$ cat src/rtl/pic_wr_ctrl.sv
// Frame-buffer write controller: captures one frame of pi_data pixels into the active bank, then hands the bank over.
// Optional drop counter for pixels arriving outside CAPTURE is enabled by defining PIC_WR_DROP_CNT_EN.
module pic_wr_ctrl #(
    parameter int IMG_W  = 100,
    parameter int IMG_H  = 100,
    parameter int ADDR_W = 14
) (
    input  logic              sys_clk,
    input  logic              sys_rst,
    input  logic              start,
    input  logic              pi_flag,
    input  logic [7:0]        pi_data,
    input  logic              swap_ack,
    output logic              wr_en,
    output logic [ADDR_W-1:0] wr_addr,
    output logic [7:0]        wr_data,
    output logic              wr_bank,
    output logic              swap_req,
    output logic              frame_done,
    output logic              busy
`ifdef PIC_WR_DROP_CNT_EN
    ,
    output logic [15:0]       drop_cnt
`endif
);

    localparam int              NPIX     = IMG_W * IMG_H;
    localparam logic [ADDR_W-1:0] LAST_IDX = ADDR_W'(NPIX - 1);

    localparam logic [1:0] ST_IDLE    = 2'd0;
    localparam logic [1:0] ST_CAPTURE = 2'd1;
    localparam logic [1:0] ST_SWAP    = 2'd2;

    logic [1:0]        state_q, state_d;
    logic [ADDR_W-1:0] idx_q, idx_d;
    logic              wr_en_q, wr_en_d;
    logic [ADDR_W-1:0] wr_addr_q, wr_addr_d;
    logic [7:0]        wr_data_q, wr_data_d;
    logic              bank_q, bank_d;
    logic              done_q, done_d;

    always_comb begin
        // NOTE: every next-state signal gets a default first so no path leaves it unassigned (no latches).
        state_d   = state_q;
        idx_d     = idx_q;
        wr_en_d   = 1'b0;
        wr_addr_d = wr_addr_q;
        wr_data_d = wr_data_q;
        bank_d    = bank_q;
        done_d    = 1'b0;

        case (state_q)
            ST_IDLE: begin
                if (start) begin
                    state_d = ST_CAPTURE;
                    idx_d   = '0;
                end
            end
            ST_CAPTURE: begin
                if (pi_flag) begin
                    wr_en_d   = 1'b1;
                    wr_addr_d = idx_q;
                    wr_data_d = pi_data;
                    if (idx_q == LAST_IDX) begin
                        idx_d   = '0;
                        state_d = ST_SWAP;
                    end else begin
                        idx_d = idx_q + 1'b1;
                    end
                end
            end
            ST_SWAP: begin
                // The bank flips only on the display's acknowledge, never mid-frame.
                if (swap_ack) begin
                    bank_d  = ~bank_q;
                    done_d  = 1'b1;
                    state_d = ST_IDLE;
                end
            end
            default: state_d = ST_IDLE;
        endcase
    end

    // NOTE: sequential state uses non-blocking assignments so all registers update from the same pre-edge values.
    always_ff @(posedge sys_clk or posedge sys_rst) begin
        if (sys_rst) begin
            state_q   <= ST_IDLE;
            idx_q     <= '0;
            wr_en_q   <= 1'b0;
            wr_addr_q <= '0;
            wr_data_q <= '0;
            bank_q    <= 1'b0;
            done_q    <= 1'b0;
        end else begin
            state_q   <= state_d;
            idx_q     <= idx_d;
            wr_en_q   <= wr_en_d;
            wr_addr_q <= wr_addr_d;
            wr_data_q <= wr_data_d;
            bank_q    <= bank_d;
            done_q    <= done_d;
        end
    end

    assign wr_en      = wr_en_q;
    assign wr_addr    = wr_addr_q;
    assign wr_data    = wr_data_q;
    assign wr_bank    = bank_q;
    assign frame_done = done_q;
    assign swap_req   = (state_q == ST_SWAP);
    assign busy       = (state_q != ST_IDLE);

`ifdef PIC_WR_DROP_CNT_EN
    logic [15:0] drop_q, drop_d;

    // Arming a new frame wins over counting a pixel that arrives in the same cycle.
    always_comb begin
        drop_d = drop_q;
        if (state_q == ST_IDLE && start) begin
            drop_d = '0;
        end else if (pi_flag && state_q != ST_CAPTURE && drop_q != 16'hFFFF) begin
            drop_d = drop_q + 16'd1;
        end
    end

    always_ff @(posedge sys_clk or posedge sys_rst) begin
        if (sys_rst) begin
            drop_q <= '0;
        end else begin
            drop_q <= drop_d;
        end
    end

    assign drop_cnt = drop_q;
`endif

endmodule

$ cat config.mk
export PLATFORM = sky130hd
export DESIGN_NAME = pic_wr_ctrl
export DESIGN_NICKNAME = d
export VERILOG_FILES = /design/src/rtl/pic_wr_ctrl.sv
export SDC_FILE = /design/constraint.sdc
export NUM_CORES = 1
export LEC_CHECK = 0
export ABC_AREA = 0
export BUFFER_PORTS_ARGS = -buffer_cell sky130_fd_sc_hd__clkbuf_2
export CORE_AREA = 3 3 61 63
export CTS_CLUSTER_SIZE = 25
export DETAILED_ROUTE_END_ITERATION = 7
export DIE_AREA = 0 0 64 66
export GPL_TIMING_DRIVEN = 0
export PLACE_DENSITY_LB_ADDON = 0.08
export RECOVER_POWER = 25
export SYNTH_ARGS = -nofsm -noshare
export SYNTH_HDL_FRONTEND = slang
export SYNTH_SLANG_ARGS = --single-unit
$ cat constraint.sdc
create_clock -name sys_clk -period 3.1 [get_ports sys_clk]
set_input_delay 0.62 -clock sys_clk [delete_from_list [all_inputs] [get_ports sys_clk]]
set_output_delay 0.62 -clock sys_clk [all_outputs]
set_load 0.02 [all_outputs]
# --- After elaboration in Yosys (flattened, before gate mapping) ---
# Index checks and enable logic that the tools add are counted.
totals:
  register_bits: 41
  inputBits: 13
  output_inout_bits: 27
  word_cells: 36
op_classes:
  addsub: 1
  n_eq_ne: 7
  n_mux: 13
  bitwise: 1
  n_reduce_logical: 7
ops:
  columns: ["operator", "count"]
  rows:
  - ["14-bit two-way mux", 3]
  - ["14-bit case mux with 2 select lines", 1]
  - ["14-bit by 1-bit adder with 14-bit output, second input constant", 1]
  - ["14-bit == test, second input constant", 1]
  - ["2-bit two-way mux", 4]
  - ["2-bit != test, second input constant", 4]
  - ["2-bit case mux with 3 select lines", 1]
  - ["1-bit two-way mux", 4]
  - ["2-bit AND reduction", 2]
  - ["4-bit AND reduction", 1]
  - ["2-bit nonzero test", 2]
  - ["3-bit AND reduction", 1]
  - ["2-bit by 1-bit == test with 1-bit output, second input constant", 1]
  - ["2-bit == test, second input constant", 1]
  - ["2-bit logical NOT", 1]
  - ["1-bit NOT", 1]

# --- Logic depth before layout (Yosys ltp) ---
logic_depth:
  depth_word: 4
  depth_mapped: 6
  depth_no_buf: 5

# --- Least setup slack after synthesis ---
# Ideal clock, no wire load.
synth_path:
  kind: "input-to-reg"
  from: "input pi_flag"
  to: "register idx_q[13]"
  setup_time_ns: 0.078
  arrival_ns: 1.992
  required_time_ns: 3.022
  setup_slack_ns: 1.031
  cell_stages: 5
  n_path_buf: 1
  cell_sequence: "mux2i_1 -> or4b_1 -> buf_2 -> or4_1 -> a21oi_1"
synth_between:
  elab_chain_cells: 2
synth_rtl:
  columns: ["element", "line_no", "rtl"]
  rows:
  - ["from (decl)", "11", "input logic pi_flag,"]
  - ["2-bit != test (no line)", null, null]
  - ["3-bit AND reduction (no line)", null, null]
  - ["to (signal assigned)", "96", "idx_q <= idx_d;"]
  - ["to (decl)", "35", "logic [ADDR_W-1:0] idx_q, idx_d;"]
# Every way passes these cells.
# A chain may end at the register's enable or synchronous reset.

# --- Worst setup path in the final report ---
layout_path:
  from: "register state_q[0]"
  to: "register wr_addr_q[3] (netlist: wr_addr[3])"
layout_between:
  elab_chain_cells: 2
layout_rtl:
  columns: ["element", "line_no", "rtl"]
  rows:
  - ["from (decl)", "34", "logic [1:0] state_q, state_d;"]
  - ["from (signal assigned)", "95", "state_q <= state_d;"]
  - ["2-bit by 1-bit == test with 1-bit output", "52", "case (state_q)"]
  - ["2-bit AND reduction (no line)", null, null]
  - ["to (signal assigned)", "98", "wr_addr_q <= wr_addr_d;"]
  - ["to (decl)", "37", "logic [ADDR_W-1:0] wr_addr_q, wr_addr_d;"]
# Every way passes these cells.

==> key figures <==
Drt
  – Wirelength per Cell: 13.6 um
  – DR top layer: met4
  – Metal-1 WL: 1510 um
  – Initial drt markers: 52
  – Met2 WL: 1800 um
  – Detailed-route via count: 1385
  – DRT Wirelength: 3530 um
  – DRT antenna net count: 0
  – Met3 WL: 155 um
  – DR DRC count: 0
  – DR vias/cell: 5.35
  – First drt pass iteration count: 4

Global route
  – GRT Total Usage: 0.196
  – First-pass GRT wire length: 6310 um
  – Vias in the first global route: 1383
  – Largest net degree at the start of global routing: 42
  – Initial antenna violation count: 0
  – Congestion Overflow GR: 0

Yosys
  – Ys Warns: 0
  – FF+latch count, synth: 41
  – Netlist cell types: 31
  – Synth Instances: 166
  – Ys flop type: dfrtp_1
  – Synthesized net count: 181
  – Synthesized area: 1810 um2
  – Sequential cell area fraction in the yosys report: 0.566
  – Synth async-reset ratio: 1.00
  – Number of synthesized flops with an enable pin: 0
  – Mean post-synth cell area: 10.9 um2

Setup path
  – CP max stage delay: 0.45 ns
  – Critical path startpoint: state_q[0]
  – CP top delay family: buffers and inverters
  – Crit-path cells: nor2b_1 -> clkbuf_1 -> nand2_1 -> clkbuf_1 -> mux2_2
  – Req. time, crit path: 3.34 ns
  – Cell repeated most along the worst path: clkbuf_1
  – Worst Path Arrival: 2.42 ns
  – CP startpoint kind: flip-flop
  – RR Startpoint: state_q[0]
  – Crit path max-delay cell type: dfrtp_1
  – Crit path kind: flip-flop to flip-flop
  – Buf/Inv on CP: 2
  – Crit. End Element: flip-flop
  – Worst-path fanout max: 10

Place
  – Input/output buffers: 39
  – Placed insts: 251
  – Area of placed instances: 2070 um2
  – GPL Wtd Cong: 0.827
  – Post-DP HPWL: 2530 um
  – DP Worst Slack: 0.787 ns

Floorplan
  – CORE AREA: 3280 um2
  – Starting density of the core: 0.552
  – IO Pins: 40
  – Num rows: 21
  – Die area: 4220 um2
  – Die Y: 66 um
  – Die Width: 64 um

Clocking
  – Cts hold-fix bufs: 0
  – Clk pin slew, worst setup/hold paths: 0.12 ns
  – Max Buffers Root-to-Sink: 2
  – Root Buffer Master: clkbuf_4
  – TritonCTS clock tree: yes
  – Clk_lat worst skew: 0.36 ns
  – Num CTS Buffers: 5
  – CTS Sinks: 41
  – H-tree levels: 2
  – Setup repair bufs after CTS: 0
  – Post-CTS Resized: 0

STA
  – RSZ-0062 raised after global routing: no
  – Post-layout minimum cycle time: 2.17 ns
  – Fmax: 0.460 GHz
  – Hold Fails Final Rpt: 0
  – Worst Max-Slew Pin Slew: 1.45 ns
  – Final setup vio count: 0
  – Period utilisation layout: 0.701
  – Skew final: 0.0138 ns
  – Final TNS setup: 0 ns
  – Max-slew violations: 0
  – Final WS setup: 0.927 ns
  – Relative slew slack: 0.0305
  – Worst hold slack: 0.472 ns

Power and ir drop
  – Leakage: 1.03 nW
  – Switch share: 0.384
  – Seq pwr share: 0.439
  – Clock share of power: 0.195
  – Internal power: 1.15 mW
  – Overall power: 1.87 mW
  – Logic pwr share: 0.366
  – PD cells: 869 nW/um2
  – Max IR drop VDD: 0.000426 V
  – Psw: 719 uW

Final layout
  – Share of layout cells above drive strength 1: 0.324
  – Non-Filler Instances: 259
  – Area of the multi-input gates: 726 um2
  – Post-layout util: 0.656
  – Seq. cell area: 1030 um2
  – Area grow syn2layout: 18.8%
  – FILL cells: 269
  – Final nets: 227
  – Design Area, Final: 2150 um2
  – Ant. Diodes: 0

Outcome
  – Status: finished clean

Flow run
  – Max-cap violations: 0

Min path
  – Min-delay src: wr_bank
  – HP Class: flip-flop to flip-flop
==> layout make-up <==
type,count,area share
sequential,41,0.476
multi-input combinational,110,0.337
timing repair buffer,39,0.0906
tap,46,0.0267
clock buffer,6,0.0238
clock inverter,2,0.0174
buffer,7,0.0145
inverter,8,0.0139
==> cells in the final DEF (no fill, tap or decap), types with 3 or more instances in the layout <==
| cell type | synthesis | final |
|---|---|---|
| a21oi_1 | 7 | 7 |
| o22ai_1 | 3 | 3 |
| clkbuf_1 | 5 | 5 |
| or3_1 | 4 | 4 |
| nand3_1 | 6 | 6 |
| dfrtp_1 | 41 | 41 |
| inv_1 | 8 | 8 |
| a31oi_1 | 4 | 4 |
| mux2_2 | 18 | 18 |
| and3_1 | 5 | 5 |
| clkbuf_4 | 0 | 5 |
| nor2_1 | 4 | 4 |
| o21ai_0 | 11 | 11 |
| nand4_1 | 5 | 5 |
| clkbuf_2 | 0 | 39 |
| nand2_1 | 20 | 20 |
==> cell families after synthesis <==
kind of cell	Yosys count	synth area share
compound gates	28	0.0870
xor+xnor	2	0.00966
fa+ha+maj	2	0.0138
buf+inv	15	0.0338
flops	41	0.566
mux	20	0.123
simple gates	58	0.167
==> path summary, 6_finish.rpt <==
check / to / slack, ns / cells past startpoint
setup / recovery: wr_addr[3] / 0.93 / 5
min in group asynchronous: wr_addr[7] / 0.65 / 2
hold / removal: wr_bank / 0.47 / 1
hold reg to reg: wr_bank / 0.47 / 1
max in group asynchronous: state_q[1] / 1.59 / 2
setup reg to reg: wr_addr[3] / 0.93 / 5
==> cell usage after synthesis (2+ instances only) <==
| cell | instances | area (um2) |
|---|---|---|
| a21oi_1 | 7 | 35.0 |
| a31oi_1 | 4 | 25.0 |
| and2_1 | 2 | 12.5 |
| and3_1 | 5 | 31.3 |
| clkbuf_1 | 5 | 18.8 |
| dfrtp_1 | 41 | 1030 |
| ha_1 | 2 | 25.0 |
| inv_1 | 8 | 30.0 |
| mux2_2 | 18 | 203 |
| mux2i_1 | 2 | 20.0 |
| nand2_1 | 20 | 75.1 |
| nand3_1 | 6 | 30.0 |
| nand4_1 | 5 | 31.3 |
| nor2_1 | 4 | 15.0 |
| nor2b_1 | 2 | 12.5 |
| nor3_1 | 2 | 10.0 |
| nor4_1 | 2 | 12.5 |
| o21ai_0 | 11 | 55.1 |
| o22ai_1 | 3 | 18.8 |
| or2_2 | 2 | 12.5 |
| or3_1 | 4 | 25.0 |
| xor2_1 | 2 | 17.5 |
==> sequential cells by signal, summed over array words and instances (netlist names) <==
register    flops
wr_en           1
state_q         2
idx_q          14
frame_done      1
wr_bank         1
wr_data         8
wr_addr        14
==> per-layer routing <==
| metal | global-route usage | vias up |
|---|---|---|
| li1 | - | 682 |
| met2 | 0.348 | 31 |
| met4 | 0.0889 | 0 |
| met1 | 0.220 | 665 |
| met5 | 0 | - |
| met3 | 0.0510 | 7 |
==> power by group through the flow <==
| stage | combinational [mW] | clock (mW) | sequential (mW) |
|---|---|---|---|
| finish | 0.684 | 0.365 | 0.822 |
| global route | 0.759 | 0.400 | 0.847 |
| CTS | 0.695 | 0.373 | 0.822 |
| detailed placement | 0.690 | 0 | 0.835 |
| global placement | 0.674 | 0 | 0.820 |
| floorplan | 0.361 | 0 | 0.933 |
Note: power is estimated with default switching activity, not from simulation.
